File: src/rtl/cic_dec_ctrl_if.sv
// Handshake/bus bundle between the CIC decimator sequencer and its host.
// The slave modport is the sequencer; the master modport is the host side
// (filter datapath, sample consumer, control registers).
// Optional macro CIC_NORM_EN adds the norm_shift control input.
interface cic_dec_ctrl_if #(
    parameter int RW = 16,
    parameter int DW = 24
);
    logic          enable;
    logic          ratio_wr;
    logic [RW-1:0] ratio_in;
    logic [DW-1:0] cic_out;
    logic          dec_stb;
    logic [DW-1:0] out_data;
    logic          out_valid;
    logic          out_ready;
    logic          overrun;
    logic          ovr_clr;
    logic [1:0]    state;
`ifdef CIC_NORM_EN
    logic [4:0]    norm_shift;
`endif

    modport master (
        output enable, ratio_wr, ratio_in, cic_out, out_ready, ovr_clr,
`ifdef CIC_NORM_EN
        output norm_shift,
`endif
        input  dec_stb, out_data, out_valid, overrun, state
    );

    modport slave (
        input  enable, ratio_wr, ratio_in, cic_out, out_ready, ovr_clr,
`ifdef CIC_NORM_EN
        input  norm_shift,
`endif
        output dec_stb, out_data, out_valid, overrun, state
    );
endinterface

File: src/rtl/cic_dec_ctrl.sv
// Sequencer for a 3-stage CIC decimator: generates the decimation strobe
// from a programmable ratio, discards the start-up transient after enable
// or a ratio change, and captures settled samples into a valid/ready
// output register with sticky overrun detection.
// Optional macro CIC_NORM_EN: arithmetic right shift of captured samples
// by a norm_shift value latched at start / ratio apply.
module cic_dec_ctrl #(
    parameter int RW             = 16,
    parameter int DW             = 24,
    parameter int SETTLE_SAMPLES = 3,
    parameter int CAP_DLY        = 1
) (
    input  logic          clk,
    input  logic          rst,
    cic_dec_ctrl_if.slave bus
);
    localparam int SW = $clog2(SETTLE_SAMPLES + 1);

    typedef enum logic [1:0] {
        S_IDLE   = 2'b00,
        S_SETTLE = 2'b01,
        S_RUN    = 2'b10
    } state_e;

    state_e        state_q, state_d;
    logic [RW-1:0] cnt_q, cnt_d;
    logic [RW-1:0] ratio_q, ratio_d;
    logic [RW-1:0] pend_val_q, pend_val_d;
    logic          pend_q, pend_d;
    logic [SW-1:0] settle_q, settle_d;
    logic          dec_stb_q, dec_stb_d;
    logic [CAP_DLY-1:0] cap_sr_q, cap_sr_d;
    logic [DW-1:0] out_data_q, out_data_d;
    logic          out_valid_q, out_valid_d;
    logic          overrun_q, overrun_d;

    logic          running;
    logic          active;
    logic          wrap;
    logic          apply;
    logic          cap_stb;
    logic          settle_done;
    logic [RW-1:0] ratio_clamped;
    logic [DW-1:0] cap_val;

    assign active        = running && bus.enable;
    assign wrap          = (cnt_q == ratio_q - RW'(1));
    assign apply         = active && dec_stb_q && pend_q;
    assign cap_stb       = cap_sr_q[CAP_DLY-1];
    assign settle_done   = (settle_q == SW'(SETTLE_SAMPLES - 1));
    assign ratio_clamped = (bus.ratio_in < RW'(2)) ? RW'(2) : bus.ratio_in;

`ifdef CIC_NORM_EN
    logic [4:0] shift_q, shift_d;

    // Latch the gain-compensation shift when a new ratio takes effect.
    always_comb begin
        shift_d = shift_q;
        if ((state_q == S_IDLE && bus.enable) || apply) begin
            shift_d = (bus.norm_shift > 5'(DW - 1)) ? 5'(DW - 1) : bus.norm_shift;
        end
        cap_val = $signed(bus.cic_out) >>> shift_q;
    end

    // Shift register, cleared to pass-through on reset.
    always_ff @(posedge clk) begin
        if (!rst) shift_q <= '0;
        else      shift_q <= shift_d;
    end
`else
    assign cap_val = bus.cic_out;
`endif

    // FSM state register.
    always_ff @(posedge clk) begin
        // NOTE: sequential state uses non-blocking assignments so every
        // register samples pre-edge values regardless of block ordering.
        if (!rst) state_q <= S_IDLE;
        else      state_q <= state_d;
    end

    // FSM next-state: start, settle-count completion, ratio apply, disable.
    always_comb begin
        // NOTE: the default assignment first keeps this block free of
        // inferred latches on paths that do not change state.
        state_d = state_q;
        unique case (state_q)
            S_IDLE:   if (bus.enable) state_d = S_SETTLE;
            S_SETTLE: begin
                if (!bus.enable)                 state_d = S_IDLE;
                else if (apply)                  state_d = S_SETTLE;
                else if (cap_stb && settle_done) state_d = S_RUN;
            end
            S_RUN: begin
                if (!bus.enable) state_d = S_IDLE;
                else if (apply)  state_d = S_SETTLE;
            end
            default: state_d = S_IDLE;
        endcase
    end

    // FSM outputs: run qualifier and state code.
    always_comb begin
        running   = (state_q != S_IDLE);
        bus.state = state_q;
    end

    // Datapath next-state: ratio counter, strobe, capture line, output register.
    always_comb begin
        cnt_d       = '0;
        dec_stb_d   = active && wrap;
        cap_sr_d    = '0;
        settle_d    = '0;
        ratio_d     = ratio_q;
        pend_d      = pend_q;
        pend_val_d  = pend_val_q;
        out_data_d  = out_data_q;
        out_valid_d = out_valid_q;
        overrun_d   = overrun_q && !bus.ovr_clr;

        if (active) begin
            cnt_d    = (apply || wrap) ? '0 : cnt_q + RW'(1);
            cap_sr_d = (cap_sr_q << 1) | CAP_DLY'(dec_stb_q);
            if (apply)                                 settle_d = '0;
            else if (state_q == S_SETTLE && cap_stb)   settle_d = settle_q + SW'(1);
            else                                       settle_d = settle_q;
        end

        // Ratio: direct load while stopped, pending otherwise; a disable
        // flushes any pending value into ratio_reg.
        if (!running) begin
            if (bus.ratio_wr) ratio_d = ratio_clamped;
        end else if (!bus.enable) begin
            pend_d = 1'b0;
            if (bus.ratio_wr)  ratio_d = ratio_clamped;
            else if (pend_q)   ratio_d = pend_val_q;
        end else begin
            if (apply) begin
                ratio_d = pend_val_q;
                pend_d  = 1'b0;
            end
            if (bus.ratio_wr) begin
                pend_val_d = ratio_clamped;
                pend_d     = 1'b1;
            end
        end

        // Output register: capture settled samples, drop on backpressure.
        if (!active) begin
            out_valid_d = 1'b0;
        end else if (state_q == S_RUN && cap_stb) begin
            if (!out_valid_q || bus.out_ready) begin
                out_data_d  = cap_val;
                out_valid_d = 1'b1;
            end else begin
                overrun_d = 1'b1;
            end
        end else if (out_valid_q && bus.out_ready) begin
            out_valid_d = 1'b0;
        end
    end

    // Datapath registers.
    always_ff @(posedge clk) begin
        if (!rst) begin
            cnt_q       <= '0;
            ratio_q     <= RW'(2);
            pend_q      <= 1'b0;
            pend_val_q  <= RW'(2);
            settle_q    <= '0;
            dec_stb_q   <= 1'b0;
            // NOTE: the capture delay line is reset explicitly so a strobe
            // in flight at reset can never produce a stray capture.
            cap_sr_q    <= '0;
            out_data_q  <= '0;
            out_valid_q <= 1'b0;
            overrun_q   <= 1'b0;
        end else begin
            cnt_q       <= cnt_d;
            ratio_q     <= ratio_d;
            pend_q      <= pend_d;
            pend_val_q  <= pend_val_d;
            settle_q    <= settle_d;
            dec_stb_q   <= dec_stb_d;
            cap_sr_q    <= cap_sr_d;
            out_data_q  <= out_data_d;
            out_valid_q <= out_valid_d;
            overrun_q   <= overrun_d;
        end
    end

    assign bus.dec_stb   = dec_stb_q;
    assign bus.out_data  = out_data_q;
    assign bus.out_valid = out_valid_q;
    assign bus.overrun   = overrun_q;
endmodule

File: src/flat_wrapper.sv
// flat-port wrapper written by rule: the top's interface ports become plain ports
module cic_dec_ctrl_flat 
#(
    parameter int RW             = 16,
    parameter int DW             = 24,
    parameter int SETTLE_SAMPLES = 3,
    parameter int CAP_DLY        = 1
)
  (clk, rst, bus_enable, bus_ratio_wr, bus_ratio_in, bus_cic_out, bus_out_ready, bus_ovr_clr, bus_dec_stb, bus_out_data, bus_out_valid, bus_overrun, bus_state);
  cic_dec_ctrl_if #(.RW(RW), .DW(DW)) bus_i ();
  input  logic clk;
  input  logic rst;
  input wire logic [$bits(bus_i.enable)-1:0] bus_enable;
  input wire logic [$bits(bus_i.ratio_wr)-1:0] bus_ratio_wr;
  input wire logic [$bits(bus_i.ratio_in)-1:0] bus_ratio_in;
  input wire logic [$bits(bus_i.cic_out)-1:0] bus_cic_out;
  input wire logic [$bits(bus_i.out_ready)-1:0] bus_out_ready;
  input wire logic [$bits(bus_i.ovr_clr)-1:0] bus_ovr_clr;
  output wire logic [$bits(bus_i.dec_stb)-1:0] bus_dec_stb;
  output wire logic [$bits(bus_i.out_data)-1:0] bus_out_data;
  output wire logic [$bits(bus_i.out_valid)-1:0] bus_out_valid;
  output wire logic [$bits(bus_i.overrun)-1:0] bus_overrun;
  output wire logic [$bits(bus_i.state)-1:0] bus_state;
  assign bus_i.enable = bus_enable;
  assign bus_i.ratio_wr = bus_ratio_wr;
  assign bus_i.ratio_in = bus_ratio_in;
  assign bus_i.cic_out = bus_cic_out;
  assign bus_i.out_ready = bus_out_ready;
  assign bus_i.ovr_clr = bus_ovr_clr;
  assign bus_dec_stb = bus_i.dec_stb;
  assign bus_out_data = bus_i.out_data;
  assign bus_out_valid = bus_i.out_valid;
  assign bus_overrun = bus_i.overrun;
  assign bus_state = bus_i.state;
  cic_dec_ctrl #(.RW(RW), .DW(DW), .SETTLE_SAMPLES(SETTLE_SAMPLES), .CAP_DLY(CAP_DLY)) u_core (.clk(clk), .rst(rst), .bus(bus_i));
endmodule
File: config.mk
export PLATFORM = sky130hd
export DESIGN_NAME = cic_dec_ctrl_flat
export DESIGN_NICKNAME = d
export VERILOG_FILES = /design/src/rtl/cic_dec_ctrl_if.sv /design/src/rtl/cic_dec_ctrl.sv /design/src/flat_wrapper.sv
export SDC_FILE = /design/constraint.sdc
export NUM_CORES = 1
export LEC_CHECK = 0
export BUFFER_PORTS_ARGS = -buffer_cell sky130_fd_sc_hd__buf_2
export CORE_ASPECT_RATIO = 0.7
export CORE_MARGIN = 2
export CORE_UTILIZATION = 25
export DETAILED_ROUTE_END_ITERATION = 8
export HOLD_SLACK_MARGIN = 0.06
export PLACE_DENSITY = 0.41
export SLEW_MARGIN = 20
export SYNTH_ARGS = -nofsm -noshare
export SYNTH_HDL_FRONTEND = slang
export SYNTH_SLANG_ARGS = --single-unit
File: constraint.sdc
create_clock -name clk -period 6.53 [get_ports clk]
set_clock_uncertainty 0.05 [all_clocks]
set_input_delay 1.306 -clock clk [delete_from_list [all_inputs] [get_ports clk]]
set_output_delay 1.306 -clock clk [all_outputs]
set_load 0.01 [all_outputs]
==> flow_summary.toml, run 1 <==
[outcome]
status = "finished, final reports clean"

[placement]
port_buffers = 74
place_congestion = 0.832
hpwl_um = 7400

[worst_setup_path]
cpMostUsedCell = "nand2_1"
slowest_stage = "buf_2"
start_kind = "input port"
crit_path_end_kind = "register"
slowest_delay_ns = 0.74
critPathKind = "input port to register"
crit_chain = "buf_2 -> nand2_1 -> nor2_1 -> nand2_1 -> a211oi_1"
crit_path_max_fanout = 60
cp.required_ns = 6.71
crit_arrival_ns = 3.21
crit_buf_inv = 1
path_delay_family = "simple AND/OR/NAND/NOR gates"

[global_routing]
grt_usage = 0.121
first_global_vias = 3189
grt_first_pass_wirelength_um = 16300
globalRoute.totalOverflow = 0
grt_start_max_net_pins = 61
antenna_found_initial = 0

[synthesis]
ys_seq_area_frac = 0.401
synth-compound-area-share = 0.176
synth_xor_area_frac = 0.0737
syn_area_mm2 = 0.00404
ys_types = 56
synthFlopType = "dfxtp_1"
synthAdderAreaFrac = 0.00929
synth_edf_count = 0
yosys_warnings = 0
synth_top_family_by_area = "simple AND/OR/NAND/NOR gates"
syn-instance-count = 465
async_flop_share = 0
syn-num-nets = 514
syn_avg_cell_area_um2 = 8.69
synthMuxAreaShare = 0.0446
ys_ff_latch = 81
synth-simple-area-share = 0.247

[clocking]
cts-htree-levels = 3
clock_path_buffers = 2
cts_setup_buffers = 0
cts_tree = "done"
cts_buffers = 9
clkTransAtPathRegs_ns = 0.06
root_buffer = "clkbuf_16"
insertion_delay_ns = 0.33
hold_buffers = 0
cts_resized = 0
cts.sinks = 81

[power_and_ir_drop]
vdd_ir_drop_max_mv = 0.0942
power.leakage_nw = 1.89
total_power_mw = 1.12
powerDensity_mw_per_mm2 = 232

[cells_and_area]
drive_above_1_share = 0.222
diodes = 0
final_nets = 572
area_growth_pct = 19.0

[floorplan]
die_w_um = 156
die_area_mm2 = 0.0172
initial_core_util = 0.258
die_h_um = 110
core_mm2 = 0.0156
io-pin-count = 75
std_cell_rows = 38

[timing]
maxSlewHeadroom = 0.298
drv_slew = 0
timing.hold.ws_ns = 0.413
clock.fmax_ghz = 0.330
hold_viol_final = 0
rsz0062_at_grt = "no"
tightest_slew_ns = 1.05
min_period_ns = 3.03
setup_viol = 0
tns_ns = 0
final.period_utilization = 0.464

[routing]
drc = 0
wl_per_cell_um = 13.9
wirelength_um = 10100
route.vias.total = 3387
vias_per_cell = 4.66
firstDrtPassIters = 4
ant_nets = 0
drt-initial-drc-count = 134

[min_path]
hold_path_class = "register to register"

[flow_run]
cap_violations = 0
-- path summary, 6_finish.rpt --
check / from / endpoint / slack, ns / cells after the start
min reg2reg: u_core.bus.out_data[1]$_SDFFE_PN0P_ / u_core.bus.out_data[1]$_SDFFE_PN0P_ / 0.41 / 2
min: u_core.bus.out_data[1]$_SDFFE_PN0P_ / u_core.bus.out_data[1]$_SDFFE_PN0P_ / 0.41 / 2
max: rst / u_core.settle_q[1]$_SDFFE_PP0P_ / 3.50 / 5
max reg2reg: u_core.ratio_q[0]$_SDFFE_PN0P_ / u_core.cnt_q[4]$_SDFF_PP0_ / 3.55 / 9
-- logic make-up (layout without fill, tap and decap cells) --
logic type	count (synthesis)	in the layout
AND/OR/NAND/NOR	202	202
buffers and inverters	39	101
adder cells (fa/ha/maj)	3	3
XOR/XNOR	34	34
AO/OA/AOI/OAI	88	88
flip-flops	81	81
multiplexers	18	18
-- synth_stat cells, types with 7 or more instances --
library cell,number,area share
nor3_2,8,0.020
xnor2_1,24,0.052
inv_1,9,0.0084
o211a_1,15,0.037
nor2_1,15,0.014
nand3_1,9,0.011
mux2i_1,18,0.045
nor3_1,14,0.017
nand2_1,111,0.10
clkbuf_1,20,0.019
dfxtp_1,81,0.40
xor2_1,10,0.022
a21oi_1,7,0.0087
a21boi_0,39,0.072
-- worst register-to-register path: cells and delay by family (launching register included) --
| family | cells | cell delay (ns) |
|---|---|---|
| multiplexers | 1 | 0.15 |
| flip-flops | 1 | 0.40 |
| buffers and inverters | 2 | 0.42 |
| AO/OA/AOI/OAI | 2 | 0.74 |
| AND/OR/NAND/NOR | 3 | 0.81 |
| adder cells (fa/ha/maj) | 1 | 0.26 |
-- flip-flops by register name (all words and copies together), names as in the netlist, 2 cells and up --
signal / cells
u_core.ratio_q: 16
u_core.pend_val_q: 16
u_core.bus.out_data: 24
u_core.cnt_q: 16
u_core.bus.state: 2
u_core.settle_q: 2
-- cells in the final DEF (no fill, tap or decap), types with 2 or more instances in the layout --
| cell type | count |
|---|---|
| a211oi_1 | 2 |
| a21boi_0 | 39 |
| a21oi_1 | 6 |
| a221oi_1 | 2 |
| a41oi_1 | 2 |
| and2_1 | 3 |
| and3_1 | 4 |
| and3_2 | 3 |
| buf_2 | 74 |
| buf_4 | 3 |
| clkbuf_1 | 3 |
| clkbuf_16 | 9 |
| dfxtp_1 | 81 |
| ha_1 | 3 |
| inv_1 | 9 |
| mux2i_1 | 18 |
| nand2_1 | 111 |
| nand2b_1 | 5 |
| nand3_1 | 9 |
| nand4_1 | 5 |
| nand4b_1 | 2 |
| nor2_1 | 15 |
| nor2_2 | 2 |
| nor2b_1 | 2 |
| nor3_1 | 14 |
| nor3_2 | 8 |
| nor4_1 | 6 |
| o211a_1 | 15 |
| o211ai_1 | 5 |
| o21ai_0 | 5 |
| or2_2 | 3 |
| or3_1 | 2 |
| xnor2_1 | 24 |
| xor2_1 | 10 |
-- metrics by stage --
stage                     instance area, um^2  cells  setup slack [ns]   util
after floorplan                          4040    465              3.34      -
after global placement                   4530    712              3.16  0.289
after detailed placement                 4530    712              3.12  0.289
after CTS                                4800    727              3.46  0.307
after global routing                     4800    727              3.28  0.307
final                                    4800    727              3.50  0.307
-- power by group --
| part | internal [mW] | switching (mW) |
|---|---|---|
| combinational | 0.0493 | 0.0569 |
| clock | 0.294 | 0.193 |
| sequential | 0.505 | 0.0171 |
| total | 0.848 | 0.267 |
-- routing by layer --
layer / track usage / vias up / share of wire / routed length, um
met5: 0 / - / 0 / 0
met4: 0.0315 / 0 / 0.0094 / 95
met3: 0.0297 / 9 / 0.034 / 346
met2: 0.179 / 47 / 0.40 / 4010
met1: 0.175 / 1610 / 0.56 / 5630
li1: - / 1721 / - / -
-- cell type report --
| type | count | area, um^2 |
|---|---|---|
| clock inverter | 3 | 42.5 |
| clock buffer | 12 | 236 |
| fill | 1677 | 10800 |
| sequential | 81 | 1620 |
| inverter | 9 | 33.8 |
| tap | 200 | 250 |
| multi-input combinational | 345 | 2230 |
| timing repair buffer | 77 | 393 |
Power figures use the tool's default switching activity.
==> inputs of run 2 (changes only) <==
- PLACE_DENSITY: 0.41 -> 0.43
- clock period: 6.53 -> 2.45 ns (I/O delays scaled with it)
==> flow_summary.toml, run 2 (synthesis results as in run 1) <==
[global_routing]
globalRoute.totalOverflow = 0
grt_usage = 0.129
first_global_vias = 3463
grt_first_pass_wirelength_um = 17400
grtUsageMet2 = 0.196
grt_busiest_layer = "met2"
antenna_found_initial = 0
grt_start_max_net_pins = 59
met3_usage = 0.0305
grt_use_met1 = 0.180

[timing]
clock.fmax_ghz = 0.389
hold_viol_final = 0
drv_slew = 0
setup_viol = 17
tns_ns = -1.71
tightest_slew_ns = 0.899
setup_ws_ns = -0.120
rsz0062_at_grt = "yes"
timing.hold.ws_ns = 0.350
final.period_utilization = 1.05
maxSlewHeadroom = 0.401
min_period_ns = 2.57

[power_and_ir_drop]
power.leakage_nw = 1.99
vdd_ir_drop_max_mv = 0.269
powerDensity_mw_per_mm2 = 594
total_power_mw = 2.98

[routing]
drt-initial-drc-count = 137
vias_per_cell = 4.65
firstDrtPassIters = 4
wl_per_cell_um = 14.0
drc = 0
wirelength_um = 10500
route.vias.total = 3480
ant_nets = 0

[worst_setup_path]
reg2reg_from = "u_core.ratio_q[1]$_SDFFE_PN1P_"
start_kind = "register"
cp.required_ns = 2.59
reg2reg_to = "u_core.cnt_q[7]$_SDFF_PP0_"
r2r_slack_ns = -0.12
crit_path_end_kind = "register"
critPathKind = "register to register"
crit_arrival_ns = 2.71
reg2regPathDepth = 8
crit_path_max_fanout = 17

[placement]
port_buffers = 74
place_congestion = 0.794
hpwl_um = 7810

[outcome]
status = "complete, but fails checks"
violations = "negative setup slack"

[cells_and_area]
largest_reg_flops = 24
final_nets = 593
drive_above_1_share = 0.274
final_cell_mix = "111 x nand2_1, 79 x dfxtp_1, 74 x buf_2, 39 x a21boi_0, 24 x xnor2_1"
layout_commonest_cell = "nand2_1"
area_growth_pct = 24.0
diodes = 0

[flow_run]
cap_violations = 0

[clocking]
cts-htree-levels = 3
root_buffer = "clkbuf_16"
cts.sinks = 81
cts_setup_buffers = 0
insertion_delay_ns = 0.34
cts_tree = "done"
clock_path_buffers = 2
cts_resized = 3
cts_buffers = 9
clkTransAtPathRegs_ns = 0.06
hold_buffers = 0

[floorplan]
die_h_um = 110
die_area_mm2 = 0.0172
core_mm2 = 0.0156
io-pin-count = 75
std_cell_rows = 38
initial_core_util = 0.258
die_w_um = 156

[min_path]
min_path_cells = 3
hold_path_class = "input port to register"
hp-start = "bus_cic_out[0]"
hold_path_end = "u_core.bus.out_data[0]$_SDFFE_PN0P_"
[run 2: cell count changes in the layout (fill, tap and decap cells not counted), moves of 2 or more]
cell / delta
buf_4: +20
clkbuf_1: -3
clkinvlp_4: +2
dfxtp_1: -2
dfxtp_2: +2
inv_1: -2
inv_2: +2
[run 2: final cells by class]
cell class	count	area [um^2]
fillers	1648	10600
multi-input cells	345	2270
flip-flops and latches	81	1620
repair buffers	98	563
well taps	200	250
clock buffers	10	239
inverters	9	33.8
clock inverters	5	32.5
[run 2: how the worst max path moves through the flow]
stage,slack [ns],depth (start not counted),to,from
final,-0.12,8,u_core.cnt_q[7]$_SDFF_PP0_,u_core.ratio_q[1]$_SDFFE_PN1P_
after global routing,-0.20,8,u_core.cnt_q[6]$_SDFF_PP0_,u_core.ratio_q[1]$_SDFFE_PN1P_
after CTS,-0.14,9,u_core.cnt_q[6]$_SDFF_PP0_,u_core.ratio_q[1]$_SDFFE_PN1P_
after detailed placement,-0.16,9,u_core.cnt_q[7]$_SDFF_PP0_,u_core.ratio_q[1]$_SDFFE_PN1P_
after global placement,-0.11,9,u_core.cnt_q[7]$_SDFF_PP0_,u_core.ratio_q[1]$_SDFFE_PN1P_
after floorplan,-0.19,10,u_core.cnt_q[0]$_SDFF_PP0_,u_core.ratio_q[0]$_SDFFE_PN0P_
[run 2: layer usage]
metal	wire length (um)	share of wire
met5	0	0
met4	147	0.014
met3	426	0.041
met2	4320	0.41
met1	5580	0.53
[run 2: power by group]
| part | internal, mW | switching [mW] |
|---|---|---|
| clock | 0.705 | 0.549 |
| combinational | 0.165 | 0.180 |
| sequential | 1.35 | 0.0330 |
| total | 2.22 | 0.761 |
[run 2: worst max-delay path, cell delays in order (launching register included)]
cell	delay, ns
dfxtp_2	0.32
buf_4	0.14
or4_4	0.53
or4_4	0.43
xnor2_1	0.14
a211o_2	0.29
a2111oi_4	0.25
buf_12	0.21
nor3_1	0.06
[run 2: metrics by stage]
step,utilization,area (um^2),cells,setup WS (ns)
final,0.320,5010,748,-0.120
after global routing,0.320,5010,748,-0.198
after CTS,0.319,4980,748,-0.138
after detailed placement,0.301,4710,733,-0.157
after global placement,0.301,4710,733,-0.109
after floorplan,-,4050,465,-0.190
